==> config.mk <==
export PLATFORM = sky130hd
export DESIGN_NAME = des_decrypt_iter_flat
export DESIGN_NICKNAME = d
export VERILOG_FILES = /design/src/rtl/des_decrypt_iter_pkg.sv /design/src/rtl/des_decrypt_iter_if.sv /design/src/rtl/des_decrypt_iter_round_f.sv /design/src/rtl/des_decrypt_iter.sv /design/src/flat_wrapper.sv
export SDC_FILE = /design/constraint.sdc
export NUM_CORES = 1
export LEC_CHECK = 0
export BUFFER_PORTS_ARGS = -buffer_cell sky130_fd_sc_hd__buf_2
export CAP_MARGIN = 5
export CORE_AREA = 8 8 71 73
export CTS_BUF_LIST = sky130_fd_sc_hd__clkbuf_2
export DETAILED_ROUTE_END_ITERATION = 6
export DIE_AREA = 0 0 79 81
export HOLD_SLACK_MARGIN = 0.05
export PLACE_DENSITY = 0.89
export SYNTH_ARGS = -nofsm -noshare
export SYNTH_HDL_FRONTEND = slang
export SYNTH_HIERARCHICAL = 1
export SYNTH_SLANG_ARGS = --single-unit
==> constraint.sdc <==
create_clock -name clk -period 3.5 [get_ports clk]
set_clock_uncertainty 0.1 [all_clocks]
set_input_delay 0.175 -clock clk [delete_from_list [all_inputs] [get_ports clk]]
set_output_delay 0.175 -clock clk [all_outputs]
set_load 0.02 [all_outputs]
==> src/rtl/des_decrypt_iter_pkg.sv <==
`default_nettype none
// ============================================================================
//  Module      : des_decrypt_iter_pkg
//  Description : DES permutation tables, S-boxes, decrypt shift schedule,
//                FSM state codes and bit-permutation helpers.
//  Revision    : 1.0 - initial release
// ============================================================================
package des_decrypt_iter_pkg;

   localparam logic [1:0] c_stIdle  = 2'd0;
   localparam logic [1:0] c_stRound = 2'd1;
   localparam logic [1:0] c_stDone  = 2'd2;

   // All tables use DES numbering: entry n names input bit n, bit 1 = MSB.
   localparam int c_ip [64] = '{
      58, 50, 42, 34, 26, 18, 10, 2, 60, 52, 44, 36, 28, 20, 12, 4,
      62, 54, 46, 38, 30, 22, 14, 6, 64, 56, 48, 40, 32, 24, 16, 8,
      57, 49, 41, 33, 25, 17,  9, 1, 59, 51, 43, 35, 27, 19, 11, 3,
      61, 53, 45, 37, 29, 21, 13, 5, 63, 55, 47, 39, 31, 23, 15, 7};

   localparam int c_fp [64] = '{
      40, 8, 48, 16, 56, 24, 64, 32, 39, 7, 47, 15, 55, 23, 63, 31,
      38, 6, 46, 14, 54, 22, 62, 30, 37, 5, 45, 13, 53, 21, 61, 29,
      36, 4, 44, 12, 52, 20, 60, 28, 35, 3, 43, 11, 51, 19, 59, 27,
      34, 2, 42, 10, 50, 18, 58, 26, 33, 1, 41,  9, 49, 17, 57, 25};

   localparam int c_e [48] = '{
      32,  1,  2,  3,  4,  5,  4,  5,  6,  7,  8,  9,
       8,  9, 10, 11, 12, 13, 12, 13, 14, 15, 16, 17,
      16, 17, 18, 19, 20, 21, 20, 21, 22, 23, 24, 25,
      24, 25, 26, 27, 28, 29, 28, 29, 30, 31, 32,  1};

   localparam int c_p [32] = '{
      16,  7, 20, 21, 29, 12, 28, 17,  1, 15, 23, 26,  5, 18, 31, 10,
       2,  8, 24, 14, 32, 27,  3,  9, 19, 13, 30,  6, 22, 11,  4, 25};

   localparam int c_pc1 [56] = '{
      57, 49, 41, 33, 25, 17,  9,  1, 58, 50, 42, 34, 26, 18,
      10,  2, 59, 51, 43, 35, 27, 19, 11,  3, 60, 52, 44, 36,
      63, 55, 47, 39, 31, 23, 15,  7, 62, 54, 46, 38, 30, 22,
      14,  6, 61, 53, 45, 37, 29, 21, 13,  5, 28, 20, 12,  4};

   localparam int c_pc2 [48] = '{
      14, 17, 11, 24,  1,  5,  3, 28, 15,  6, 21, 10,
      23, 19, 12,  4, 26,  8, 16,  7, 27, 20, 13,  2,
      41, 52, 31, 37, 47, 55, 30, 40, 51, 45, 33, 48,
      44, 49, 39, 56, 34, 53, 46, 42, 50, 36, 29, 32};

   // Right-rotate applied before each decrypt round; round 1 uses C0/D0 as-is.
   localparam int c_shiftDec [16] = '{0, 1, 2, 2, 2, 2, 2, 2, 1, 2, 2, 2, 2, 2, 2, 1};

   localparam int c_sbox [8][4][16] = '{
      '{'{14, 4,13, 1, 2,15,11, 8, 3,10, 6,12, 5, 9, 0, 7}, '{ 0,15, 7, 4,14, 2,13, 1,10, 6,12,11, 9, 5, 3, 8},
        '{ 4, 1,14, 8,13, 6, 2,11,15,12, 9, 7, 3,10, 5, 0}, '{15,12, 8, 2, 4, 9, 1, 7, 5,11, 3,14,10, 0, 6,13}},
      '{'{15, 1, 8,14, 6,11, 3, 4, 9, 7, 2,13,12, 0, 5,10}, '{ 3,13, 4, 7,15, 2, 8,14,12, 0, 1,10, 6, 9,11, 5},
        '{ 0,14, 7,11,10, 4,13, 1, 5, 8,12, 6, 9, 3, 2,15}, '{13, 8,10, 1, 3,15, 4, 2,11, 6, 7,12, 0, 5,14, 9}},
      '{'{10, 0, 9,14, 6, 3,15, 5, 1,13,12, 7,11, 4, 2, 8}, '{13, 7, 0, 9, 3, 4, 6,10, 2, 8, 5,14,12,11,15, 1},
        '{13, 6, 4, 9, 8,15, 3, 0,11, 1, 2,12, 5,10,14, 7}, '{ 1,10,13, 0, 6, 9, 8, 7, 4,15,14, 3,11, 5, 2,12}},
      '{'{ 7,13,14, 3, 0, 6, 9,10, 1, 2, 8, 5,11,12, 4,15}, '{13, 8,11, 5, 6,15, 0, 3, 4, 7, 2,12, 1,10,14, 9},
        '{10, 6, 9, 0,12,11, 7,13,15, 1, 3,14, 5, 2, 8, 4}, '{ 3,15, 0, 6,10, 1,13, 8, 9, 4, 5,11,12, 7, 2,14}},
      '{'{ 2,12, 4, 1, 7,10,11, 6, 8, 5, 3,15,13, 0,14, 9}, '{14,11, 2,12, 4, 7,13, 1, 5, 0,15,10, 3, 9, 8, 6},
        '{ 4, 2, 1,11,10,13, 7, 8,15, 9,12, 5, 6, 3, 0,14}, '{11, 8,12, 7, 1,14, 2,13, 6,15, 0, 9,10, 4, 5, 3}},
      '{'{12, 1,10,15, 9, 2, 6, 8, 0,13, 3, 4,14, 7, 5,11}, '{10,15, 4, 2, 7,12, 9, 5, 6, 1,13,14, 0,11, 3, 8},
        '{ 9,14,15, 5, 2, 8,12, 3, 7, 0, 4,10, 1,13,11, 6}, '{ 4, 3, 2,12, 9, 5,15,10,11,14, 1, 7, 6, 0, 8,13}},
      '{'{ 4,11, 2,14,15, 0, 8,13, 3,12, 9, 7, 5,10, 6, 1}, '{13, 0,11, 7, 4, 9, 1,10,14, 3, 5,12, 2,15, 8, 6},
        '{ 1, 4,11,13,12, 3, 7,14,10,15, 6, 8, 0, 5, 9, 2}, '{ 6,11,13, 8, 1, 4,10, 7, 9, 5, 0,15,14, 2, 3,12}},
      '{'{13, 2, 8, 4, 6,15,11, 1,10, 9, 3,14, 5, 0,12, 7}, '{ 1,15,13, 8,10, 3, 7, 4,12, 5, 6,11, 0,14, 9, 2},
        '{ 7,11, 4, 1, 9,12,14, 2, 0, 6,10,13,15, 3, 5, 8}, '{ 2, 1,14, 7, 4,10, 8,13,15,12, 9, 0, 3, 5, 6,11}}};

   function automatic logic [63:0] ipPerm(input logic [63:0] x);
      logic [63:0] y;
      y = '0;
      for (int i = 0; i < 64; i++) y[6'(63 - i)] = x[6'(64 - c_ip[6'(i)])];
      return y;
   endfunction

   function automatic logic [63:0] fpPerm(input logic [63:0] x);
      logic [63:0] y;
      y = '0;
      for (int i = 0; i < 64; i++) y[6'(63 - i)] = x[6'(64 - c_fp[6'(i)])];
      return y;
   endfunction

   function automatic logic [47:0] eExpand(input logic [31:0] x);
      logic [47:0] y;
      y = '0;
      for (int i = 0; i < 48; i++) y[6'(47 - i)] = x[5'(32 - c_e[6'(i)])];
      return y;
   endfunction

   function automatic logic [31:0] pPerm(input logic [31:0] x);
      logic [31:0] y;
      y = '0;
      for (int i = 0; i < 32; i++) y[5'(31 - i)] = x[5'(32 - c_p[5'(i)])];
      return y;
   endfunction

   function automatic logic [55:0] pc1Perm(input logic [63:0] x);
      logic [55:0] y;
      y = '0;
      for (int i = 0; i < 56; i++) y[6'(55 - i)] = x[6'(64 - c_pc1[6'(i)])];
      return y;
   endfunction

   function automatic logic [47:0] pc2Perm(input logic [55:0] x);
      logic [47:0] y;
      y = '0;
      for (int i = 0; i < 48; i++) y[6'(47 - i)] = x[6'(56 - c_pc2[6'(i)])];
      return y;
   endfunction

   function automatic logic [27:0] rotR28(input logic [27:0] x, input logic [1:0] n);
      case (n)
         2'd1:    return {x[0], x[27:1]};
         2'd2:    return {x[1:0], x[27:2]};
         default: return x;
      endcase
   endfunction

endpackage
`default_nettype wire

==> src/rtl/des_decrypt_iter_if.sv <==
`default_nettype none
// ============================================================================
//  Module      : des_decrypt_iter_if
//  Description : Input/output valid-ready handshake bundle of the DES core.
//  Revision    : 1.0 - initial release
// ============================================================================
interface des_decrypt_iter_if;
   logic        in_valid;
   logic        in_ready;
   logic [63:0] cipher_text;
   logic [63:0] key;
   logic        out_valid;
   logic        out_ready;
   logic [63:0] plain_text;
   logic        busy;

   modport master (
      output in_valid, cipher_text, key, out_ready,
      input  in_ready, out_valid, plain_text, busy
   );

   modport slave (
      input  in_valid, cipher_text, key, out_ready,
      output in_ready, out_valid, plain_text, busy
   );
endinterface
`default_nettype wire

==> src/rtl/des_decrypt_iter_round_f.sv <==
`default_nettype none
// ============================================================================
//  Module      : des_decrypt_iter_round_f
//  Description : Combinational DES round function f(R, K) = P(S(E(R) ^ K)).
//  Revision    : 1.0 - initial release
// ============================================================================
module des_decrypt_iter_round_f
   import des_decrypt_iter_pkg::*;
(
   input  logic [31:0] i_r,
   input  logic [47:0] i_k,
   output logic [31:0] o_f
);

   logic [47:0] w_x;
   logic [31:0] w_sOut;

   assign w_x = eExpand(i_r) ^ i_k;

   // Row is the outer bit pair {b1,b6}, column the inner four bits.
   for (genvar gs = 0; gs < 8; gs++) begin : g_sbox
      logic [5:0] w_grp;
      assign w_grp = w_x[47 - 6*gs -: 6];
      assign w_sOut[31 - 4*gs -: 4] = 4'(c_sbox[gs][{w_grp[5], w_grp[0]}][w_grp[4:1]]);
   end

   assign o_f = pPerm(w_sOut);

endmodule
`default_nettype wire

==> src/rtl/des_decrypt_iter.sv <==
`default_nettype none
// ============================================================================
//  Module      : des_decrypt_iter
//  Description : Iterative DES decryption core, UNROLL rounds per clock.
//  Revision    : 1.0 - initial release
// ============================================================================
module des_decrypt_iter
   import des_decrypt_iter_pkg::*;
#(
   parameter int UNROLL = 1
)(
   input  logic              clk,
   input  logic              rst_n,
   des_decrypt_iter_if.slave bus
);

   if (UNROLL != 1 && UNROLL != 2 && UNROLL != 4 && UNROLL != 8 && UNROLL != 16) begin : g_badUnroll
      $error("des_decrypt_iter: UNROLL must be 1, 2, 4, 8 or 16");
   end

   logic [1:0]  r_state;
   logic [4:0]  r_roundCnt;
   logic [31:0] r_left;
   logic [31:0] r_right;
   logic [27:0] r_c;
   logic [27:0] r_d;
   logic [63:0] r_plainText;

   logic [31:0] w_l [0:UNROLL];
   logic [31:0] w_r [0:UNROLL];
   logic [27:0] w_c [0:UNROLL];
   logic [27:0] w_d [0:UNROLL];
   logic [4:0]  w_nextCnt;

   assign w_l[0]    = r_left;
   assign w_r[0]    = r_right;
   assign w_c[0]    = r_c;
   assign w_d[0]    = r_d;
   assign w_nextCnt = r_roundCnt + 5'(UNROLL);

   // C/D registers hold the halves already rotated for the last applied round.
   for (genvar gi = 0; gi < UNROLL; gi++) begin : g_round
      logic [1:0]  w_sh;
      logic [27:0] w_cRot;
      logic [27:0] w_dRot;
      logic [47:0] w_subKey;
      logic [31:0] w_f;

      assign w_sh     = 2'(c_shiftDec[r_roundCnt[3:0] + 4'(gi)]);
      assign w_cRot   = rotR28(w_c[gi], w_sh);
      assign w_dRot   = rotR28(w_d[gi], w_sh);
      assign w_subKey = pc2Perm({w_cRot, w_dRot});

      des_decrypt_iter_round_f u_roundF (
         .i_r (w_r[gi]),
         .i_k (w_subKey),
         .o_f (w_f)
      );

      assign w_l[gi+1] = w_r[gi];
      assign w_r[gi+1] = w_l[gi] ^ w_f;
      assign w_c[gi+1] = w_cRot;
      assign w_d[gi+1] = w_dRot;
   end

   always_ff @(posedge clk or negedge rst_n) begin
      if (!rst_n) begin
         r_state     <= c_stIdle;
         r_roundCnt  <= '0;
         r_left      <= '0;
         r_right     <= '0;
         r_c         <= '0;
         r_d         <= '0;
         r_plainText <= '0;
      end else begin
         case (r_state)
            c_stIdle: begin
               if (bus.in_valid) begin
                  {r_left, r_right} <= ipPerm(bus.cipher_text);
                  {r_c, r_d}        <= pc1Perm(bus.key);
                  r_roundCnt        <= '0;
                  r_state           <= c_stRound;
               end
            end
            c_stRound: begin
               r_left     <= w_l[UNROLL];
               r_right    <= w_r[UNROLL];
               r_c        <= w_c[UNROLL];
               r_d        <= w_d[UNROLL];
               r_roundCnt <= w_nextCnt;
               // Output is {R16, L16}: the final half swap is undone here.
               if (w_nextCnt == 5'd16) begin
                  r_plainText <= fpPerm({w_r[UNROLL], w_l[UNROLL]});
                  r_state     <= c_stDone;
               end
            end
            c_stDone: begin
               if (bus.out_ready) begin
                  r_state <= c_stIdle;
               end
            end
            default: r_state <= c_stIdle;
         endcase
      end
   end

   assign bus.in_ready   = (r_state == c_stIdle);
   assign bus.out_valid  = (r_state == c_stDone);
   assign bus.busy       = (r_state == c_stRound);
   assign bus.plain_text = r_plainText;

endmodule
`default_nettype wire
==> src/flat_wrapper.sv <==
// flat-port wrapper written by rule: the top's interface ports become plain ports
module des_decrypt_iter_flat import des_decrypt_iter_pkg::*;
#(
   parameter int UNROLL = 1
)
  (clk, rst_n, bus_in_valid, bus_cipher_text, bus_key, bus_out_ready, bus_in_ready, bus_out_valid, bus_plain_text, bus_busy);
  des_decrypt_iter_if bus_i ();
  input  logic clk;
  input  logic rst_n;
  input wire logic [$bits(bus_i.in_valid)-1:0] bus_in_valid;
  input wire logic [$bits(bus_i.cipher_text)-1:0] bus_cipher_text;
  input wire logic [$bits(bus_i.key)-1:0] bus_key;
  input wire logic [$bits(bus_i.out_ready)-1:0] bus_out_ready;
  output wire logic [$bits(bus_i.in_ready)-1:0] bus_in_ready;
  output wire logic [$bits(bus_i.out_valid)-1:0] bus_out_valid;
  output wire logic [$bits(bus_i.plain_text)-1:0] bus_plain_text;
  output wire logic [$bits(bus_i.busy)-1:0] bus_busy;
  assign bus_i.in_valid = bus_in_valid;
  assign bus_i.cipher_text = bus_cipher_text;
  assign bus_i.key = bus_key;
  assign bus_i.out_ready = bus_out_ready;
  assign bus_in_ready = bus_i.in_ready;
  assign bus_out_valid = bus_i.out_valid;
  assign bus_plain_text = bus_i.plain_text;
  assign bus_busy = bus_i.busy;
  des_decrypt_iter #(.UNROLL(UNROLL)) u_core (.clk(clk), .rst_n(rst_n), .bus(bus_i));
endmodule
==> impl_metrics.env <==
export IMPL_layout_drive_gt1_share_pct=13.9
export IMPL_peakVddDrop_v=0.000312
export IMPL_route_detailed_drc=0
export IMPL_cts_made_buffers=3
export IMPL_grt_use_total_pct=4.31
export IMPL_path_max_fanout=8
export IMPL_fin_area_sq_um=727
export IMPL_nets=242
export IMPL_core_area_sq_um=3910
export IMPL_ys_warn_count=6
export IMPL_async_flop_share_pct=100
export IMPL_leakagePower_nw=0.413
export IMPL_synth_simple_gate_area_share_pct=8.70
export IMPL_synth_cell_types=22
export IMPL_arrival_ns=1.20
export IMPL_grt_pass1_wl_um=2210
export IMPL_dp_hpwl_um=1340
export IMPL_synth_ff_type="dfrtp_1"
export IMPL_wl_um=1540
export IMPL_cts_resized=0
export IMPL_synthTopCellsByArea="buf_4, dfrtp_1, nand3_1"
export IMPL_die_w_um=79
export IMPL_grt_max_degree=9
export IMPL_avgSynthCellArea_sq_um=8.66
export IMPL_wl_per_cell_um=9.76
export IMPL_crit_required_ns=3.22
export IMPL_fin_crit_sh_pct=42.3
export IMPL_start_kind="flop"
export IMPL_synth_mux_area_share_pct=1.18
export IMPL_setup_viol=0
export IMPL_hold_ws_ns=0.161
export IMPL_syn_inst=98
export IMPL_drv_cap=0
export IMPL_ys_ff_latch=7
export IMPL_clkSlewWorstSetupHoldPaths_ns=0.07
export IMPL_dpl_instance_area_sq_um=697
export IMPL_synth_compound_area_share_pct=10.5
export IMPL_synthAdderAreaFrac_pct=1.47
export IMPL_synth_top_cells_by_count="buf_4, dfrtp_1, nand3_1"
export IMPL_min_period_ns=1.48
export IMPL_timing_hold_violations_final=0
export IMPL_grt_pass1_vias=586
export IMPL_p_total_w=0.000492
export IMPL_antenna_found_initial=0
export IMPL_vias=492
export IMPL_ios=199
export IMPL_dieArea_sq_um=6400
export IMPL_drt_iter0_markers=19
export IMPL_synthXorXnorAreaFrac_pct=0
export IMPL_overflow=0
export IMPL_hold_class="in2reg"
export IMPL_port_buffers=6
export IMPL_drtAntennaViolNets=0
export IMPL_diodes=0
export IMPL_worstSetupPathType="reg2out"
export IMPL_viasPerCell=3.11
export IMPL_outcome="complete, no violations"
export IMPL_synth_most_common_cell="buf_4"
export IMPL_start_util_pct=21.7
export IMPL_clock_fmax_mhz=676
export IMPL_die_h_um=81
export IMPL_syn_area_sq_um=848
export IMPL_cts_tree="built"
export IMPL_root_buffer="clkbuf_2"
export IMPL_clock_latency_ns=0.24
export IMPL_routabilityCongestion=0.790
export IMPL_synth_edff_count=0
export IMPL_tns_ns=0
export IMPL_synth_top_area_share_pct=56.6
export IMPL_cts_sinks=7
export IMPL_htreeDepth=1
export IMPL_yosys_area_top_type="buf_4"
export IMPL_drt_pass1_iterations=4
export IMPL_rsz0062_at_grt="false"
export IMPL_postCtsSetupBuffers=0
export IMPL_worstSetupEndpointType="output pin"
export IMPL_cts_buffer_depth=2
export IMPL_drv_slew=0
export IMPL_rows=23
export IMPL_synth_top_family_by_area="buffers and inverters"
export IMPL_area_growth_pct=-14.3
export IMPL_p_per_area_nw_per_um2=676
export IMPL_ys_seq_area_share_pct=20.6
[critical path, cell delays in order, from the launching register on]
cell      delay [ns]
dfrtp_1         0.52
nand2b_2        0.13
inv_1           0.12
buf_2           0.19
[stage by stage]
stage / setup WS [ns] / instances / util [%]
after floorplan: 2.33 / 161 / -
after global placement: 2.27 / 153 / 17.8
after detailed placement: 2.24 / 153 / 17.8
after CTS: 2.02 / 158 / 18.6
after global routing: 1.94 / 158 / 18.6
final: 2.02 / 158 / 18.6
[metal layers]
metal	track usage, %	share of wire [%]	vias up
met1	6.19	48	217
met4	3.70	2.1	0
li1	-	-	212
met2	4.85	38	59
met3	1.32	11	4
met5	0	0	-
[placed cells by master (no fill, tap or decap), drive strengths merged]
cell type	instances
a21bo	1
a22o	2
a41o	1
a41oi	1
buf	6
clkbuf	4
conb	64
dfrtp	7
dlygate4sd3	1
ha	1
inv	1
mux2i	1
nand2	3
nand2b	2
nand3	4
nand4b	1
nor2	1
nor2b	2
o21ai	2
o21bai	1
o311ai	2
[registers in the layout, summed over array words and instances, names as in the netlist]
signal	cells
u_core/r_state	2
u_core/r_roundCnt	5
[logic make-up after synthesis]
| family | after synthesis |
|---|---|
| buf+inv | 65 |
| flops | 7 |
| fa+ha+maj | 1 |
| other cells | 1 |
| mux | 1 |
| simple gates | 13 |
| compound gates | 10 |
[what timing repair did]
| action | 4_1_cts | 5_1_grt |
|---|---|---|
| hold buffers | 1 | 0 |
| endpoints found under the hold margin | 7 | 0 |
| setup endpoints to repair | 0 | 0 |
[power by group]
part | internal (W) | leakage, nW | switching, W
Combinational | 0.0000884 | 0.313 | 0.000160
Clock | 0.0000304 | 0.0166 | 0.0000319
Sequential | 0.000119 | 0.0837 | 0.0000614
Total | 0.000238 | 0.413 | 0.000253
[layout make-up]
type,instances,area [sq um]
Fill cell,469,3190
Clock buffer,4,20.0
Tap cell,50,62.6
Timing Repair Buffer,7,40.0
Multi-Input combinational cell,89,425
Sequential cell,7,175
Inverter,1,3.75
[worst paths after layout]
kind | depth (start not counted) | end | start | slack (ns)
max reg2reg | 3 | u_core/r_roundCnt[4]$_DFFE_PN0P_ | u_core/r_roundCnt[0]$_DFFE_PN0P_ | 2.21
max in group asynchronous | 2 | u_core/r_state[0]$_DFFE_PN0P_ | rst_n | 2.95
min | 3 | u_core/r_state[1]$_DFFE_PN0P_ | bus_out_ready | 0.16
max | 3 | bus_busy | u_core/r_state[0]$_DFFE_PN0P_ | 2.02
min in group asynchronous | 2 | u_core/r_roundCnt[3]$_DFFE_PN0P_ | rst_n | 0.20
min reg2reg | 1 | u_core/r_roundCnt[4]$_DFFE_PN0P_ | u_core/r_roundCnt[4]$_DFFE_PN0P_ | 0.47
No activity file was read; power rests on OpenSTA's default activity.
